$ cat config.mk
export PLATFORM = sky130hd
export DESIGN_NAME = inst_fifo_dual
export DESIGN_NICKNAME = d
export VERILOG_FILES = /design/src/rtl/fetch_pkg.sv /design/src/rtl/inst_fifo_mem.sv /design/src/rtl/inst_fifo_dual.sv
export SDC_FILE = /design/constraint.sdc
export NUM_CORES = 2
export LEC_CHECK = 0
export BUFFER_PORTS_ARGS = -buffer_cell sky130_fd_sc_hd__buf_2
export CAP_MARGIN = 20
export CORE_MARGIN = 2
export CORE_UTILIZATION = 45
export CTS_BUF_LIST = sky130_fd_sc_hd__clkbuf_2 sky130_fd_sc_hd__clkbuf_4 sky130_fd_sc_hd__clkbuf_8
export DETAILED_ROUTE_END_ITERATION = 12
export GPL_TIMING_DRIVEN = 0
export HOLD_SLACK_MARGIN = 0.02
export PLACE_DENSITY = 0.58
export SYNTH_ARGS = -nofsm -noshare
export SYNTH_HDL_FRONTEND = slang
export SYNTH_SLANG_ARGS = --single-unit
$ cat constraint.sdc
create_clock -name clk -period 11.3 [get_ports clk]
set_input_delay 1.695 -clock clk [delete_from_list [all_inputs] [get_ports clk]]
set_output_delay 1.695 -clock clk [all_outputs]
set_load 0.01 [all_outputs]
$ cat src/rtl/fetch_pkg.sv
// Shared types for the fetch/decode boundary.
package fetch_pkg;

  // One buffered instruction: its PC and the 32-bit encoding.
  typedef struct packed {
    logic [31:0] pc;
    logic [31:0] inst;
  } fifo_entry_t;

  // Encoding presented on a slot that holds no real instruction.
  localparam logic [31:0] NOP_INST = 32'd0;

endpackage

$ cat src/rtl/inst_fifo_mem.sv
// Instruction buffer storage: two write ports, two asynchronous read ports.
// The two write addresses are always distinct, so no write-write conflict.
module inst_fifo_mem
  import fetch_pkg::*;
#(
  parameter int DEPTH  = 16,
  parameter int ADDR_W = 4
) (
  input  logic              clk,
  input  logic              we1,
  input  logic [ADDR_W-1:0] waddr1,
  input  fifo_entry_t       wdata1,
  input  logic              we2,
  input  logic [ADDR_W-1:0] waddr2,
  input  fifo_entry_t       wdata2,
  input  logic [ADDR_W-1:0] raddr1,
  input  logic [ADDR_W-1:0] raddr2,
  output fifo_entry_t       rdata1,
  output fifo_entry_t       rdata2
);

  fifo_entry_t mem [DEPTH];

  // Storage is deliberately not reset; validity is tracked by the count.
  always_ff @(posedge clk) begin
    if (we1) mem[waddr1] <= wdata1;
    if (we2) mem[waddr2] <= wdata2;
  end

  assign rdata1 = mem[raddr1];
  assign rdata2 = mem[raddr2];

endmodule

$ cat src/rtl/inst_fifo_dual.sv
// Dual-issue instruction FIFO between fetch and decode.
// Handshake: fetch presents write_en1 (and write_en2 behind it) and the
// pair is taken only when full was low at the start of the cycle; decode
// sees read_valid1/2 and pops with read_en1 (read_en2 only alongside
// read_en1). Pops beyond the number of valid entries are ignored, and
// flush/rst discard every request of that cycle.
module inst_fifo_dual
  import fetch_pkg::*;
#(
  parameter int DEPTH  = 16,
  parameter int ADDR_W = 4
) (
  input  logic        clk,
  input  logic        rst,
  input  logic        flush,
  input  logic        write_en1,
  input  logic        write_en2,
  input  logic [31:0] write_inst1,
  input  logic [31:0] write_addr1,
  input  logic [31:0] write_inst2,
  input  logic [31:0] write_addr2,
  input  logic        read_en1,
  input  logic        read_en2,
  output logic [31:0] read_inst1,
  output logic [31:0] read_addr1,
  output logic        read_valid1,
  output logic [31:0] read_inst2,
  output logic [31:0] read_addr2,
  output logic        read_valid2,
  output logic        empty,
  output logic        almost_empty,
  output logic        full
);

  localparam logic [ADDR_W:0] CNT_ONE  = (ADDR_W+1)'(1);
  localparam logic [ADDR_W:0] CNT_TWO  = (ADDR_W+1)'(2);
  localparam logic [ADDR_W:0] CNT_FULL = (ADDR_W+1)'(DEPTH - 1);

  logic [ADDR_W-1:0] wr_ptr;
  logic [ADDR_W-1:0] rd_ptr;
  logic [ADDR_W:0]   count;
  logic [1:0]        push_n;
  logic [1:0]        pop_n;
  logic              hold;
  fifo_entry_t       wdata1;
  fifo_entry_t       wdata2;
  fifo_entry_t       rdata1;
  fifo_entry_t       rdata2;

  assign full  = (count >= CNT_FULL);
  assign hold  = rst | flush;

  // Number of entries accepted and retired this cycle.
  always_comb begin
    push_n = 2'd0;
    pop_n  = 2'd0;
    if (!full && write_en1) push_n = write_en2 ? 2'd2 : 2'd1;
    if (read_en1) begin
      if (read_en2 && (count >= CNT_TWO)) pop_n = 2'd2;
      else if (count >= CNT_ONE)          pop_n = 2'd1;
    end
  end

  assign wdata1 = '{pc: write_addr1, inst: write_inst1};
  assign wdata2 = '{pc: write_addr2, inst: write_inst2};

  inst_fifo_mem #(
    .DEPTH  (DEPTH),
    .ADDR_W (ADDR_W)
  ) u_mem (
    .clk    (clk),
    .we1    (!hold && (push_n != 2'd0)),
    .waddr1 (wr_ptr),
    .wdata1 (wdata1),
    .we2    (!hold && (push_n == 2'd2)),
    .waddr2 (wr_ptr + ADDR_W'(1)),
    .wdata2 (wdata2),
    .raddr1 (rd_ptr),
    .raddr2 (rd_ptr + ADDR_W'(1)),
    .rdata1 (rdata1),
    .rdata2 (rdata2)
  );

  // Pointer and occupancy update; reset beats flush beats traffic.
  always_ff @(posedge clk) begin
    if (hold) begin
      wr_ptr <= '0;
      rd_ptr <= '0;
      count  <= '0;
    end else begin
      wr_ptr <= wr_ptr + ADDR_W'(push_n);
      rd_ptr <= rd_ptr + ADDR_W'(pop_n);
      count  <= count + (ADDR_W+1)'(push_n) - (ADDR_W+1)'(pop_n);
    end
  end

  assign read_valid1  = (count >= CNT_ONE);
  assign read_valid2  = (count >= CNT_TWO);
  assign read_inst1   = read_valid1 ? rdata1.inst : NOP_INST;
  assign read_addr1   = read_valid1 ? rdata1.pc   : 32'd0;
  assign read_inst2   = read_valid2 ? rdata2.inst : NOP_INST;
  assign read_addr2   = read_valid2 ? rdata2.pc   : 32'd0;
  assign empty        = (count == '0);
  assign almost_empty = (count <= CNT_ONE);

endmodule

# Yosys cells after proc, flatten, opt, wreduce, memory -nomap -nowiden
# Memory sizes are Yosys's and may differ from the RTL's. A register that Yosys moved wholly into a read port is not among the register bits.
# Cells that the tools add are included.
[op_classes]
shifts = 0
n_addsub = 6
magnitude_cmp = 4
bitwise_logic = 1
n_eq_ne = 1
n_div = 0
n_mul = 0
muxes = 14
n_reduce_logical = 8
[op_table]
columns = ["cell", "count"]
rows = [
  ["two-way mux 32 bit", 4],
  ["adder 4 x 1 -> 4 bit, second input constant", 2],
  ["adder 4 x 2 -> 4 bit", 2],
  ["two-way mux 2 bit", 4],
  ["adder 5 x 2 -> 5 bit", 1],
  [">= comparator 5 x 1 -> 1 bit, second input constant", 1],
  [">= comparator 5 x 2 -> 1 bit, second input constant", 1],
  [">= comparator 5 x 4 -> 1 bit, second input constant", 1],
  ["less-or-equal comparator 5 x 1 -> 1 bit, second input constant", 1],
  ["zero test 5 bit", 1],
  ["two-way mux 1 bit", 5],
  ["subtractor 5 x 2 -> 5 bit", 1],
  ["logical AND 1 bit", 4],
  ["two-way mux 4 bit", 1],
  ["equality test 2 bit, second input constant", 1],
  ["zero test 1 bit", 2],
  ["nonzero test 2 bit", 1],
  ["bitwise OR 1 bit", 1],
]
[totals]
reg_bits = 13
memories = 1
mem_bits_rw = 1024
romBits = 0
in_bits = 135
latch_bits = 0
wordCells = 38
out_inout_bits = 133
[mem_list]
columns = ["name", "words", "word_bits", "rd", "rd_ports_with_merged_regs", "write_ports", "line_no", "source"]
rows = [
  ["u_mem.mem", 16, 64, 2, 1, 2, "inst_fifo_mem.sv:22", "fifo_entry_t mem [DEPTH];"],
]

# Longest topological paths before layout
[depth]
ltp_word = 8
mapped_depth = 16
depth_no_buf = 15

# Cells and area by module
# A second synthesis with hierarchy kept.
[hier_totals]
hier_cells = 3655
area_unflattened_um2 = 60137.7
[modules_own_cells]
columns = ["mod", "area_each_um2", "n_inst", "cells_per_inst"]
rows = [
  ["inst_fifo_mem", 58298.4, 1, 3401],
  ["inst_fifo_dual", 1839.3, 1, 254],
]

# Worst setup path after synthesis
# OpenSTA, ideal clock, no wires.
[synth_timing]
path_type = "input to register"
startpoint = "input flush"
endpoint = "memory u_mem.mem[8][0] (netlist bit) (enable)"
required_time_ps = 10791
stages = 3
path_slack_ps = 5264
n_path_buf = 0
t_arrival_ps = 5527
path_cell_list = "nor4b_4 -> o2111ai_2 -> o22ai_1"
[synth_lines]
columns = ["item", "line_no", "source"]
rows = [
  ["start: declaration", "inst_fifo_dual.sv:15", "input logic flush,"],
  ["end: declaration", "inst_fifo_mem.sv:22", ""],
]

==> flow_summary.yaml <==
die:
  dieHeight_um: 371
  die_x_um: 371
  die_area_um2: 137000
  placement_rows: 134
  boundary_pins: 268
  start_util: 0.453
  fp.coreArea_um2: 133000
clock_tree:
  cts_tree: "built"
  cts_setup_buffers: 0
  cts-hold-fix-buffers: 0
  cts_htree_levels: 4
  clock_sink_count: 1037
  cts.reportedPaths.clkPinSlew_ns: 0.06
  post_cts_resize_count: 0
  clk_latency_ns: 0.90
  cts-buffers-inserted: 186
  clock_path_buffers: 3
  clock-root-buffer: "clkbuf_8"
global_routing:
  overflow: 0
  grt_usage: 0.309
  grt_first_pass_wirelength_um: 297000
  antenna_found_initial: 27
  vias_in_the_first_global_route: 39400
  grt_start_max_net_pins: 21
timing:
  max_freq_mhz: 150
  setup_violations: 0
  final.setup_skew_ns: 0.0399
  final-hold-violation-count: 0
  rsz0062_at_grt: "false"
  tightestPinTransition_ns: 1.22
  final-max-slew-violation-count: 0
  final_period_minus_worst_setup_slack_ns: 6.68
  timing.final.crit_share: 0.591
  max-slew-margin-rel: 0.190
  post_route_worst_hold_slack_ns: 0.595
worst_setup_path:
  worst_path_cell_chain: "buf_2 > buf_2 > clkbuf_1 > buf_2 > mux4_2 > mux2i_1 > o22ai_1 > buf_2"
  timing.critical_path.arrival_ns: 4.98
  timing.reg2reg.worst_path_depth: 7
  r2r_start: "count[4]$_SDFF_PP0_"
  worst-path-max-fanout: 10
  flop_to_flop_setup_slack_ns: 7.22
  cp.required_ns: 9.61
  startpoint_type: "flop"
  path_class: "reg2out"
  reg2reg_to: "u_mem.mem[8][7]$_DFFE_PP_"
  crit_path_top_delay_cell: "clkbuf_1"
  crit_path_max_incr_delay_ns: 0.92
  nature_of_the_critical_path_endpoint: "output pin"
  cpMostUsedCell: "buf_2"
  cp-startpoint: "rd_ptr[0]$_SDFF_PP0_"
  cp-endpoint: "read_inst1[0]"
logic_synthesis:
  synthesized_area_per_cell_um2: 17.3
  yosys_warning_total: 0
  synthDistinctLibCells: 42
  post_synth_most_frequent_cells: "edfxtp_1, mux2_2, mux4_2"
  post-synth-top-area-fraction: 0.508
  yosys_register_bits: 1037
  mux_share_of_post_synthesis_cell_area: 0.424
  post_synth_fa_ha_maj_area_fraction: 0.00377
  syn_inst: 3495
  synth_compound_area_frac: 0.0174
  sequential_share_of_the_synthesized_area: 0.513
  yosys_most_used_dff: "edfxtp_1"
  library_cell_with_the_largest_summed_area_after_synthesis: "edfxtp_1"
  top_post_synthesis_cells_by_area: "edfxtp_1, mux4_2, mux2_2"
  synth_enable_flop_cells: 1024
  synth-simple-area-share: 0.00672
  synth_xor_xnor_area_share: 0.00130
  mappedNetlistArea_um2: 60500
  synthesis.nets: 3647
  cell_with_the_most_instances_after_synthesis: "edfxtp_1"
  main_combinational_cell_family_by_area_after_synthesis: "multiplexers"
  synth_async_sr_flop_share: 0
placed_design:
  numPortBuffers: 266
  gpl.final_weighted_congestion: 0.830
  place.detailed.hpwl_um: 149000
  place_area_um2: 66100
drt:
  routed-wl-met2_um: 101000
  route.vias.total: 38700
  antenna_violating_nets_post_route: 0
  route.met3.wl_um: 19100
  post_drt_wl_per_cell_um: 35.7
  drt-met1-wl_um: 85100
  detail_route.wirelength_um: 213000
  initial_drc_count: 4279
  drc: 0
  drt_first_pass_iters: 6
  vias_per_cell: 6.49
  routed.top_layer: "met5"
power_and_ir_drop:
  netSwitchingPower_uw: 3780
  comb_power_share: 0.305
  seq_power_share: 0.383
  netSwitchingFraction: 0.337
  power_density_nw_per_um2: 161
  p_leak_uw: 0.0229
  intPower_uw: 7430
  clock_share_of_power: 0.312
  irDropWorstVdd_uv: 112
layout:
  layout.nets: 4190
  finalInstanceArea_um2: 69700
  utilization: 0.523
  layout_stage_area_growth_over_the_synthesis_result_pct: 15.3
  final_layout_size_suffix_gt1_frac: 0.575
status:
  outcome: "complete, no violations"
job:
  drv_cap: 0
worst_hold_path:
  hold_path.startpoint: "wr_ptr[3]$_SDFF_PP0_"
  worst_hold_path_type: "reg2reg"
-- cell type report --
cell class,count,area (um^2)
Clock inverter,73,392
Clock buffer,260,3150
Sequential cell,1037,31000
Fill cell,11200,63700
Buffer,402,2040
Timing Repair Buffer,355,3300
Tap cell,1768,2210
Multi-Input combinational cell,2046,27600
Antenna cell,10,25.0
Inverter,10,37.5
-- cell usage in the layout (no fill, tap or decap), types with 3 or more instances in the layout --
master,count
nand2_1,10
o22ai_4,4
clkinvlp_4,5
inv_6,3
mux4_2,512
nand3_1,5
diode_2,10
buf_16,39
clkinv_2,18
buf_8,17
buf_6,40
mux2_1,16
buf_1,15
buf_4,18
nor2_4,4
a21o_1,3
a21oi_1,5
dfxtp_1,13
and2_1,7
nor2_1,12
mux2i_1,256
nor2_2,10
or2_2,4
edfxtp_1,1024
clkbuf_1,190
o22ai_1,128
clkinv_1,43
mux2_2,1008
inv_8,3
xnor2_1,4
ha_1,15
buf_2,405
inv_1,9
buf_12,31
nand2b_1,5
clkbuf_4,69
a21oi_4,12
xor2_1,5
clkbuf_8,191
-- worst min-delay path by stage --
| stage | depth (start not counted) | slack (ns) | endpoint |
|---|---|---|---|
| 2_1_floorplan | 2 | 0.55 | wr_ptr[0]$_SDFF_PP0_ |
| 3_3_place_gp | 2 | 0.57 | wr_ptr[0]$_SDFF_PP0_ |
| 3_5_place_dp | 2 | 0.57 | wr_ptr[3]$_SDFF_PP0_ |
| 4_1_cts | 2 | 0.59 | wr_ptr[3]$_SDFF_PP0_ |
| 5_1_grt | 2 | 0.62 | wr_ptr[3]$_SDFF_PP0_ |
| 6_report | 2 | 0.59 | wr_ptr[3]$_SDFF_PP0_ |
-- kinds of logic after synthesis --
group                      Yosys count
buffers and inverters              412
adders and majority gates           17
DFF                               1037
xor gates and xnor gates             9
and+or+nand+nor                     67
muxes                             1792
AOI/OAI and AO/OA                  161
-- layer usage --
| metal | up-vias | global-route usage |
|---|---|---|
| li1 | 15700 | - |
| met1 | 20500 | 0.411 |
| met2 | 2051 | 0.489 |
| met3 | 421 | 0.0794 |
| met4 | 20 | 0.112 |
| met5 | - | 0 |
-- critical path: cells and delay by family, from the launching register on --
family	cells	cell delay, ns
flip-flops	1	0.36
AO/OA/AOI/OAI	1	0.64
buffers and inverters	5	2.67
multiplexers	2	0.38
-- power groups by stage --
stage                     sequential, uW  clock (uW)  combinational [uW]
final                               4290        3500                3420
after global routing                4290        3710                3570
after CTS                           4290        3550                3400
after detailed placement            4370           0                3380
after global placement              4380           0                3330
after floorplan                     4370           0                1940
-- through the flow --
stage               TNS [ns]  setup WS, ns  total power [uW]  instances
global route               0          4.63             11600       5958
global placement     -116.37        -0.619              7710       5529
detailed placement         0          5.82              7760       5612
finish                     0          4.62             11200       5961
floorplan                  0          5.26              6310       3495
CTS                        0          4.79             11200       5945
-- sequential cells by signal, summed over array words and instances (netlist names) --
name       count
u_mem.mem   1024
wr_ptr         4
rd_ptr         4
count          5
Power figures use the tool's default switching activity.
